File: config.mk
export PLATFORM = sky130hd
export DESIGN_NAME = reg_writeback
export DESIGN_NICKNAME = d
export VERILOG_FILES = /design/src/rtl/reg_writeback_pkg.sv /design/src/rtl/reg_writeback_wb_fifo.sv /design/src/rtl/reg_writeback.sv
export SDC_FILE = /design/constraint.sdc
export NUM_CORES = 1
export LEC_CHECK = 0
export ABC_AREA = 1
export CORE_MARGIN = 4
export CORE_UTILIZATION = 25
export DETAILED_ROUTE_END_ITERATION = 8
export DONT_BUFFER_PORTS = 1
export GPL_ROUTABILITY_DRIVEN = 0
export GPL_TIMING_DRIVEN = 0
export SYNTH_ARGS = -nofsm -noshare
export SYNTH_HDL_FRONTEND = slang
export SYNTH_HIERARCHICAL = 1
export SYNTH_SLANG_ARGS = --single-unit
File: constraint.sdc
create_clock -name clk -period 3.9 [get_ports clk]
set_input_delay 0.78 -clock clk [delete_from_list [all_inputs] [get_ports clk]]
set_output_delay 0.78 -clock clk [all_outputs]
set_load 0.05 [all_outputs]
File: src/rtl/reg_writeback_pkg.sv
// Shared definitions for the register writeback stage: bus widths, queue depth
// and the {addr,data} layout of one pending register write.
package reg_writeback_pkg;

  localparam int DATA_BUS_WIDTH    = 24;
  localparam int REGFILE_ADDR_BITS = 4;
  localparam int WB_ENTRY_BITS     = REGFILE_ADDR_BITS + DATA_BUS_WIDTH;
  localparam int WB_DEPTH          = 4;

  // One pending register write, addr in the upper bits.
  typedef struct packed {
    logic [REGFILE_ADDR_BITS-1:0] addr;
    logic [DATA_BUS_WIDTH-1:0]    data;
  } wb_entry_t;

  function automatic wb_entry_t make_entry(input logic [REGFILE_ADDR_BITS-1:0] addr,
                                           input logic [DATA_BUS_WIDTH-1:0]    data);
    wb_entry_t e;
    e.addr = addr;
    e.data = data;
    return e;
  endfunction

endpackage

File: src/rtl/reg_writeback_wb_fifo.sv
// Circular buffer taking up to two pushes and one pop per cycle.
// push0 is always stored ahead of push1 so that slot order equals program order.
// The raw entry array and read pointer are exported so the parent can search
// pending writes; only the count oldest entries starting at rd_ptr are live.
module reg_writeback_wb_fifo
  import reg_writeback_pkg::*;
#(
  parameter int DEPTH = WB_DEPTH,
  localparam int PTR_W = $clog2(DEPTH),
  localparam int CNT_W = PTR_W + 1
) (
  input  logic             clk,
  input  logic             rst,
  input  logic             push0_i,
  input  wb_entry_t        entry0_i,
  input  logic             push1_i,
  input  wb_entry_t        entry1_i,
  input  logic             pop_i,
  output wb_entry_t        head_o,
  output logic [PTR_W-1:0] rd_ptr_o,
  output logic [CNT_W-1:0] count_o,
  output wb_entry_t        entries_o [DEPTH]
);

  wb_entry_t        mem_q [DEPTH];
  logic [PTR_W-1:0] wr_ptr_q, wr_ptr_d;
  logic [PTR_W-1:0] rd_ptr_q, rd_ptr_d;
  logic [CNT_W-1:0] count_q, count_d;
  logic [PTR_W-1:0] slot1;
  logic [1:0]       n_push;

  // Pointer and occupancy next-state; pointers wrap naturally at DEPTH (power of two).
  always_comb begin
    n_push   = {1'b0, push0_i} + {1'b0, push1_i};
    slot1    = push0_i ? (wr_ptr_q + PTR_W'(1)) : wr_ptr_q;
    wr_ptr_d = wr_ptr_q + PTR_W'(n_push);
    rd_ptr_d = pop_i ? (rd_ptr_q + PTR_W'(1)) : rd_ptr_q;
    count_d  = count_q + CNT_W'(n_push) - CNT_W'(pop_i);
  end

  // Pointer and count registers.
  always_ff @(posedge clk) begin
    if (rst) begin
      wr_ptr_q <= '0;
      rd_ptr_q <= '0;
      count_q  <= '0;
    end else begin
      wr_ptr_q <= wr_ptr_d;
      rd_ptr_q <= rd_ptr_d;
      count_q  <= count_d;
    end
  end

  // Entry storage; contents outside the live window are don't-care, so no reset.
  always_ff @(posedge clk) begin
    if (push0_i) mem_q[wr_ptr_q] <= entry0_i;
    if (push1_i) mem_q[slot1]    <= entry1_i;
  end

  assign head_o    = mem_q[rd_ptr_q];
  assign rd_ptr_o  = rd_ptr_q;
  assign count_o   = count_q;
  assign entries_o = mem_q;

endmodule

File: src/rtl/reg_writeback.sv
// Writeback stage in front of the register file.
// Load and ALU results arrive on valid/ready ports and are queued, then drained
// one per cycle into the regfile write port (which commits on the following negedge).
// Handshake: a result transfers on a posedge where valid && ready; ready depends only
// on the registered queue count (and, for ALU, on ld_valid) and never on this cycle's drain.
// Optional feature macro WB_BYPASS_EN: when defined, byp_hit/byp_data return the
// youngest pending value for byp_addr; when undefined they are tied to 0.
module reg_writeback
  import reg_writeback_pkg::*;
#(
  parameter int DEPTH = WB_DEPTH,
  localparam int PTR_W = $clog2(DEPTH),
  localparam int CNT_W = PTR_W + 1
) (
  input  logic                         clk,
  input  logic                         rst,
  input  logic                         ld_valid,
  output logic                         ld_ready,
  input  logic [REGFILE_ADDR_BITS-1:0] ld_addr,
  input  logic [DATA_BUS_WIDTH-1:0]    ld_data,
  input  logic                         alu_valid,
  output logic                         alu_ready,
  input  logic [REGFILE_ADDR_BITS-1:0] alu_addr,
  input  logic [DATA_BUS_WIDTH-1:0]    alu_data,
  input  logic                         wb_hold,
  output logic                         write_enable,
  output logic [REGFILE_ADDR_BITS-1:0] write_addr,
  output logic [DATA_BUS_WIDTH-1:0]    write_data,
  output logic                         wb_busy,
  input  logic [REGFILE_ADDR_BITS-1:0] byp_addr,
  output logic                         byp_hit,
  output logic [DATA_BUS_WIDTH-1:0]    byp_data
);

  logic [CNT_W-1:0]             count;
  logic [PTR_W-1:0]             rd_ptr;
  wb_entry_t                    head;
  wb_entry_t                    entries [DEPTH];
  logic                         ld_push, alu_push, pop;
  logic                         we_q;
  logic [REGFILE_ADDR_BITS-1:0] addr_q;
  logic [DATA_BUS_WIDTH-1:0]    data_q;

  // Readiness, r0 filter and drain decision. An r0 result still handshakes but is
  // never queued because the regfile hardwires r0. ALU only gets the last free slot
  // when no load competes for it.
  always_comb begin
    ld_ready  = (count <= CNT_W'(DEPTH - 1));
    alu_ready = (count <= CNT_W'(DEPTH - 2)) ||
                (!ld_valid && (count <= CNT_W'(DEPTH - 1)));
    ld_push   = ld_valid  && ld_ready  && (ld_addr  != '0);
    alu_push  = alu_valid && alu_ready && (alu_addr != '0);
    pop       = !wb_hold && (count != '0);
  end

  reg_writeback_wb_fifo #(.DEPTH(DEPTH)) u_fifo (
    .clk       (clk),
    .rst       (rst),
    .push0_i   (ld_push),
    .entry0_i  (make_entry(ld_addr, ld_data)),
    .push1_i   (alu_push),
    .entry1_i  (make_entry(alu_addr, alu_data)),
    .pop_i     (pop),
    .head_o    (head),
    .rd_ptr_o  (rd_ptr),
    .count_o   (count),
    .entries_o (entries)
  );

  // Regfile write-port register: pulses write_enable on a pop, otherwise holds addr/data.
  always_ff @(posedge clk) begin
    if (rst) begin
      we_q   <= 1'b0;
      addr_q <= '0;
      data_q <= '0;
    end else begin
      we_q <= pop;
      if (pop) begin
        addr_q <= head.addr;
        data_q <= head.data;
      end
    end
  end

  assign write_enable = we_q;
  assign write_addr   = addr_q;
  assign write_data   = data_q;
  assign wb_busy      = (count != '0) || we_q;

`ifdef WB_BYPASS_EN
  logic [PTR_W-1:0] idx;

  // Youngest-match search: the in-flight write is oldest, then queue entries from
  // head to tail, so a later match overrides an earlier one.
  always_comb begin
    byp_hit  = 1'b0;
    byp_data = '0;
    idx      = '0;
    if (byp_addr != '0) begin
      if (we_q && (addr_q == byp_addr)) begin
        byp_hit  = 1'b1;
        byp_data = data_q;
      end
      for (int k = 0; k < DEPTH; k++) begin
        idx = rd_ptr + PTR_W'(k);
        if ((k < int'(count)) && (entries[idx].addr == byp_addr)) begin
          byp_hit  = 1'b1;
          byp_data = entries[idx].data;
        end
      end
    end
  end
`else
  logic unused_byp;

  // No bypass: consumers stall on wb_busy. Fold the search inputs into a sink.
  always_comb begin
    unused_byp = (^byp_addr) ^ (^rd_ptr);
    for (int k = 0; k < DEPTH; k++) begin
      unused_byp = unused_byp ^ (^entries[k]);
    end
  end

  assign byp_hit  = 1'b0;
  assign byp_data = '0;
`endif

endmodule
==> run_results.csv, run 1 <==
group,metric,value,unit
outcome,outcome,"completed",
floorplan,core.rowCount,66,
timing,tightest_slew,0.664,ns
clock_network,path_clk_slew,0.07,ns
timing,rsz0062_at_grt,"false",
worst_setup_path,crit_arrival,3.33,ns
clock_network,hold_buffers,0,
route,finalWirelength,31300,um
clock_network,clk_latency,0.43,ns
synth,synth_top_cell_by_area,"dfxtp_1",
route,drc,0,
clock_network,ctsResizeCount,0,
synth,syn_inst,1230,
synth,ys_seq_area_share,36.1,%
floorplan,core,32500,um^2
timing,fmax,334,MHz
power,ir_worst_vdd,0.000436,V
synth,yosys_warnings,6,
floorplan,io_pins,122,
route,drtIter0Drc,1003,
synth,synth_top_area_share,36.1,%
synth,netlist_area,8200,um^2
timing,fin_tns_setup,0,ns
route,wl_per_cell,18.1,um
min_path,hp-class,"input pin to flop",
clock_network,numCtsBuffers,17,
power,p_per_area,909,nW/um^2
synth,synth_common_cells,"nand2_1 (383), o21ai_0 (150), dfxtp_1 (148), nand4_1 (112), nor2_1 (98)",
timing,fin_crit,3.00,ns
timing,finClkSkew,0.0125,ns
floorplan,start_util,25.3,%
clock_network,cts_tree,"done",
synth,avgSynthCellArea,6.67,um^2
worst_setup_path,worst-setup-path-type,"flop to flop",
timing,slew_headroom,55.8,%
worst_setup_path,crit_fanout,4,
min_path,worstHoldPathCells,1,
worst_setup_path,r2r_slack,0.90,ns
synth,synth.most_common_cell,"nand2_1",
worst_setup_path,startpoint_type,"flop",
global_routing,grt_use_total,17.0,%
floorplan,die_w,189,um
synth,yosys-top-cells-area,"dfxtp_1 (36%), nand2_1 (18%), o21ai_0 (9.2%)",
clock_network,cts_max_path_buffers,2,
floorplan,fp.dieArea,35800,um^2
global_routing,grt_max_degree,17,
place,dp_hpwl,22400,um
route,dr.pass1.iters,6,
worst_setup_path,crit_required,4.24,ns
global_routing,grt_pass1_vias,7802,
clock_network,cts_max_level,4,
timing,hold_viol_final,0,
finish,nNetsFinal,1348,
clock_network,root_buffer,"clkbuf_16",
route,avgViaCountPerCell,4.91,
timing,finalCritPeriodShare,76.8,%
finish,synthToLayoutAreaGrowth,14.8,%
clock_network,clock-sinks,148,
synth,synth-seq-cells,148,
timing,finalSetupViolCount,0,
place,io_buffers,0,
clock_network,postCtsSetupBuffers,0,
global_routing,antenna_found_initial,2,
global_routing,grt_pass1_wl,47000,um
route,postRouteAntennaNets,0,
worst_setup_path,endpoint_kind,"flop",
power,p_leak,4.47,nW
worst_setup_path,reg2reg_depth,13,
synth,ys_async_sr_fraction,0,%
global_routing,grt-ovfl-total,0,
finish,finalCoreUtilization,29.0,%
synth,synth_edf_count,0,
timing,slew_violations,0,
flow_run,maxCapViolations,0,
synth,ys.flop_type,"dfxtp_1",
finish,drive_gt1_share,11.7,%
route,routed-via-count,8497,
floorplan,die_h,189,um
synth,synth.distinct_cells,26,
[critical path, cell delays in order, from the launching register on]
cell and delay (ns):
dfxtp_1 0.32, inv_1 0.39, nand2_1 0.21, a21oi_1 0.43, ha_1 0.25, inv_1 0.05, ha_1 0.26, inv_1 0.04
ha_1 0.18, fa_1 0.37, xor2_1 0.22, nand2_1 0.07, nand2_1 0.06, nor2_1 0.04
[final timing paths]
check	start	endpoint
max	u_fifo/count_o[2]$_SDFF_PP0_	u_fifo/count_o[2]$_SDFF_PP0_
max reg2reg	u_fifo/count_o[2]$_SDFF_PP0_	u_fifo/count_o[2]$_SDFF_PP0_
min reg2reg	u_fifo/entries_o[60]$_DFF_P_	u_fifo/entries_o[60]$_DFF_P_
min	rst	u_fifo/count_o[0]$_SDFF_PP0_
[sequential cells by signal, indices dropped and copies added (netlist names)]
register,count
u_fifo/count_o,3
u_fifo/entries_o,112
u_fifo/rd_ptr_o,2
u_fifo/wr_ptr_q,2
write_addr,4
write_data,24
write_enable,1
[placed cells by master, fill, tap and decap left out, types with 25 or more instances in the layout]
cell     count
nand2_1    383
nand4_1    112
o22ai_1     28
buf_2       47
buf_4       39
conb_1      25
o21ai_0    150
nand3_1     29
inv_1       75
a21oi_1     31
dfxtp_1    148
nor2_1      98
[logic make-up after synthesis]
family          share of synthesized area [%]
compound gates                           14.4
xor+xnor                                0.214
fa+ha+maj                                1.62
buf+inv                                  13.5
flops                                    36.1
other cells                            0.0457
simple gates                             34.1
[metal layers]
metal  vias up  routed length (um)  track usage [%]
li1       4115                   -                -
met1      3852               13000             22.9
met2       457               13700             25.6
met3        71                3650             5.90
met4         2                 850             5.30
met5         -                  13                0
[power by group]
part,internal (mW),switching (mW),leakage (nW)
Sequential,2.20,0.681,1.24
Combinational,1.33,2.71,2.96
Clock,0.943,0.691,0.267
[per-stage QoR]
step	cell area, um^2	hold slack, ns	power (mW)	worst slack (ns)	instances
finish	9410	0.408	8.55	0.904	1729
global route	9410	0.391	9.12	0.781	1729
CTS	9410	0.398	8.48	0.904	1728
detailed placement	8840	0.532	6.84	0.922	1696
global placement	8840	0.527	6.74	0.956	1696
floorplan	8290	0.515	5.70	1.31	1254
[area by class of cell]
cell class / count / area (um^2)
diodes: 1 / 2.50
plain buffers: 128 / 812
clock buffers: 20 / 437
clock inverters: 12 / 131
fillers: 3604 / 23000
inverters: 77 / 292
multi-input cells: 901 / 4220
flip-flops and latches: 148 / 2960
well taps: 442 / 553
No activity file was read; power rests on OpenSTA's default activity.
==> run 2: changes to the inputs <==
==> constraint.sdc (replaced) <==
create_clock -name clk -period 2.6 [get_ports clk]
set_input_delay 0.52 -clock clk [delete_from_list [all_inputs] [get_ports clk]]
set_output_delay 0.52 -clock clk [all_outputs]
set_load 0.05 [all_outputs]
==> run_results.csv, run 2 (same netlist as run 1, synthesis figures left out) <==
group,metric,value,unit
clock_network,root_buffer,"clkbuf_16",
timing,setup_ws,-0.0000968,ns
global_routing,grt_max_degree,17,
global_routing,grt_use_total,17.0,%
power,p_per_area,1360,nW/um^2
global_routing,grt-ovfl-total,0,
flow_run,maxCapViolations,0,
finish,synthToLayoutAreaGrowth,16.5,%
outcome,violations,"setup timing",
timing,slew_violations,0,
worst_setup_path,crit_path_max_incr_delay,0.37,ns
worst_setup_path,crit_chain,"clkinvlp_4 -> nand2_4 -> a21oi_4 -> ha_4 -> inv_4 -> ha_4 -> inv_2 -> ha_4 -> fa_2 -> xor2_2 -> nand2_1 -> nand2_1 -> nor2_1",
worst_setup_path,crit_family,"adder cells",
power,ir_worst_vdd,0.000650,V
floorplan,die_w,189,um
clock_network,cts_max_level,4,
min_path,worstHoldPathCells,1,
floorplan,die_h,189,um
route,wl_per_cell,18.2,um
global_routing,grt_pass1_vias,7870,
timing,finalCritPeriodShare,100,%
timing,rsz0062_at_grt,"true",
clock_network,clk_latency,0.43,ns
global_routing,grt_pass1_wl,47200,um
worst_setup_path,critPathBufInv,3,
route,routed-via-count,8527,
timing,holdWs,0.149,ns
worst_setup_path,crit_fanout,4,
clock_network,clock-sinks,148,
timing,finClkSkew,0.0143,ns
worst_setup_path,crit_required,2.97,ns
power,p_int,6.83,mW
power,total_power,13.0,mW
worst_setup_path,r2r_slack,-0.0001,ns
place,dp_slack,-0.378,ns
route,avgViaCountPerCell,4.91,
timing,fin_crit,2.60,ns
timing,tightest_slew,0.682,ns
floorplan,core.rowCount,66,
route,postRouteAntennaNets,0,
route,finalWirelength,31500,um
finish,fill_cells,3589,
worst_setup_path,reg2reg_depth,13,
worst_setup_path,endpoint_kind,"flop",
floorplan,io_pins,122,
finish,final_common_cell,"nand2_1",
finish,largest_register_ffs,112,
power,p_leak,4.50,nW
finish,final_cell_mix,"nand2_1 (379), o21ai_0 (150), dfxtp_1 (147), nand4_1 (112), nor2_1 (97)",
place,dp_hpwl,22400,um
global_routing,antenna_found_initial,2,
route,dr.pass1.iters,5,
clock_network,cts_max_path_buffers,2,
worst_setup_path,r2r_start,"u_fifo/count_o[2]$_SDFF_PP0_",
timing,hold_viol_final,0,
finish,drive_gt1_share,13.4,%
timing,slew_headroom,54.5,%
power,pwr-share-comb,48.0,%
place,io_buffers,0,
worst_setup_path,worst-setup-path-type,"flop to flop",
power,clkPwrFrac,18.8,%
floorplan,start_util,25.3,%
worst_setup_path,rr_endpoint,"u_fifo/count_o[2]$_SDFF_PP0_",
worst_setup_path,cpMostUsedCell,"ha_4",
finish,nNetsFinal,1354,
outcome,outcome,"finished with violations",
worst_setup_path,startpoint_type,"flop",
worst_setup_path,crit_arrival,2.97,ns
min_path,min-delay-start,"rst",
route,drtIter0Drc,1021,
worst_setup_path,cp-startpoint,"u_fifo/count_o[2]$_SDFF_PP0_",
timing,fmax,385,MHz
power,power_frac_seq,33.2,%
worst_setup_path,crit_slowest_cell,"fa_2",
floorplan,core,32500,um^2
floorplan,fp.dieArea,35800,um^2
min_path,hp-class,"input pin to flop",
timing,finalSetupViolCount,1,
min_path,holdPathEnd,"u_fifo/count_o[0]$_SDFF_PP0_",
route,drc,0,
clock_network,path_clk_slew,0.07,ns
clock_network,numCtsBuffers,17,
power,p_sw,6.21,mW
clock_network,cts_tree,"done",
power,swShare,47.6,%
[run 2: cell types whose count changed in the layout (fill, tap and decap cells not counted), moves of 2 or more]
cell	before	now
inv_2	1	3
inv_1	75	71
ha_1	9	6
nand2_1	383	379
buf_4	39	45
ha_4	0	3
nand2_4	4	6
nand2_2	4	6
[run 2: layout make-up]
type / count / area, um^2 / share of cell area [%]
clock buffers: 20 / 437 / 4.57
diodes: 1 / 2.50 / 0.0262
clock inverters: 12 / 131 / 1.37
inverters: 77 / 298 / 3.12
multi-input cells: 901 / 4310 / 45.1
flip-flops and latches: 148 / 2960 / 31.0
repair buffers: 6 / 45.0 / 0.471
plain buffers: 128 / 818 / 8.56
well taps: 442 / 553 / 5.79
[run 2: layer usage]
metal,GRT usage (%),vias up,part of all wire (%)
met1,22.8,3881,42
li1,-,4122,-
met2,25.7,449,44
met3,6.14,73,12
met4,5.33,2,2.8
met5,0,-,0.041
[run 2: power by group through the flow]
stage | clock network [mW] | logic, mW | registers (mW)
2_1_floorplan | 0 | 4.34 | 4.21
3_3_place_gp | 0 | 5.77 | 4.34
3_5_place_dp | 0 | 5.89 | 4.36
4_1_cts | 2.49 | 5.98 | 4.33
5_1_grt | 2.58 | 6.89 | 4.45
6_report | 2.45 | 6.26 | 4.33
[run 2: through the flow]
| stage | utilization, % | TNS [ns] | instances | instance area (um^2) |
|---|---|---|---|---|
| floorplan | - | 0 | 1254 | 8290 |
| global placement | 27.2 | -0.504 | 1696 | 8840 |
| detailed placement | 27.2 | -0.542 | 1696 | 8840 |
| CTS | 29.2 | 0 | 1731 | 9480 |
| global route | 29.4 | -0.0892 | 1735 | 9560 |
| finish | 29.4 | -0.0000968 | 1735 | 9560 |
[run 2: worst max path at each step]
stage / cells past startpoint / to / slack, ns
after floorplan: 14 / u_fifo/count_o[2]$_SDFF_PP0_ / 0.07
after global placement: 13 / u_fifo/count_o[2]$_SDFF_PP0_ / -0.34
after detailed placement: 13 / u_fifo/count_o[2]$_SDFF_PP0_ / -0.38
after CTS: 13 / u_fifo/count_o[2]$_SDFF_PP0_ / 0.005
after global routing: 13 / u_fifo/count_o[2]$_SDFF_PP0_ / -0.09
final: 13 / u_fifo/count_o[2]$_SDFF_PP0_ / -0.0001
[run 2: timing repair]
| action | in CTS | in global routing |
|---|---|---|
| pin swaps | 4 | 9 |
| setup endpoints to repair | 3 | 1 |
| setup buffers | 3 | 3 |
| gates resized for setup | 12 | 12 |
| hold buffers | 0 | 0 |
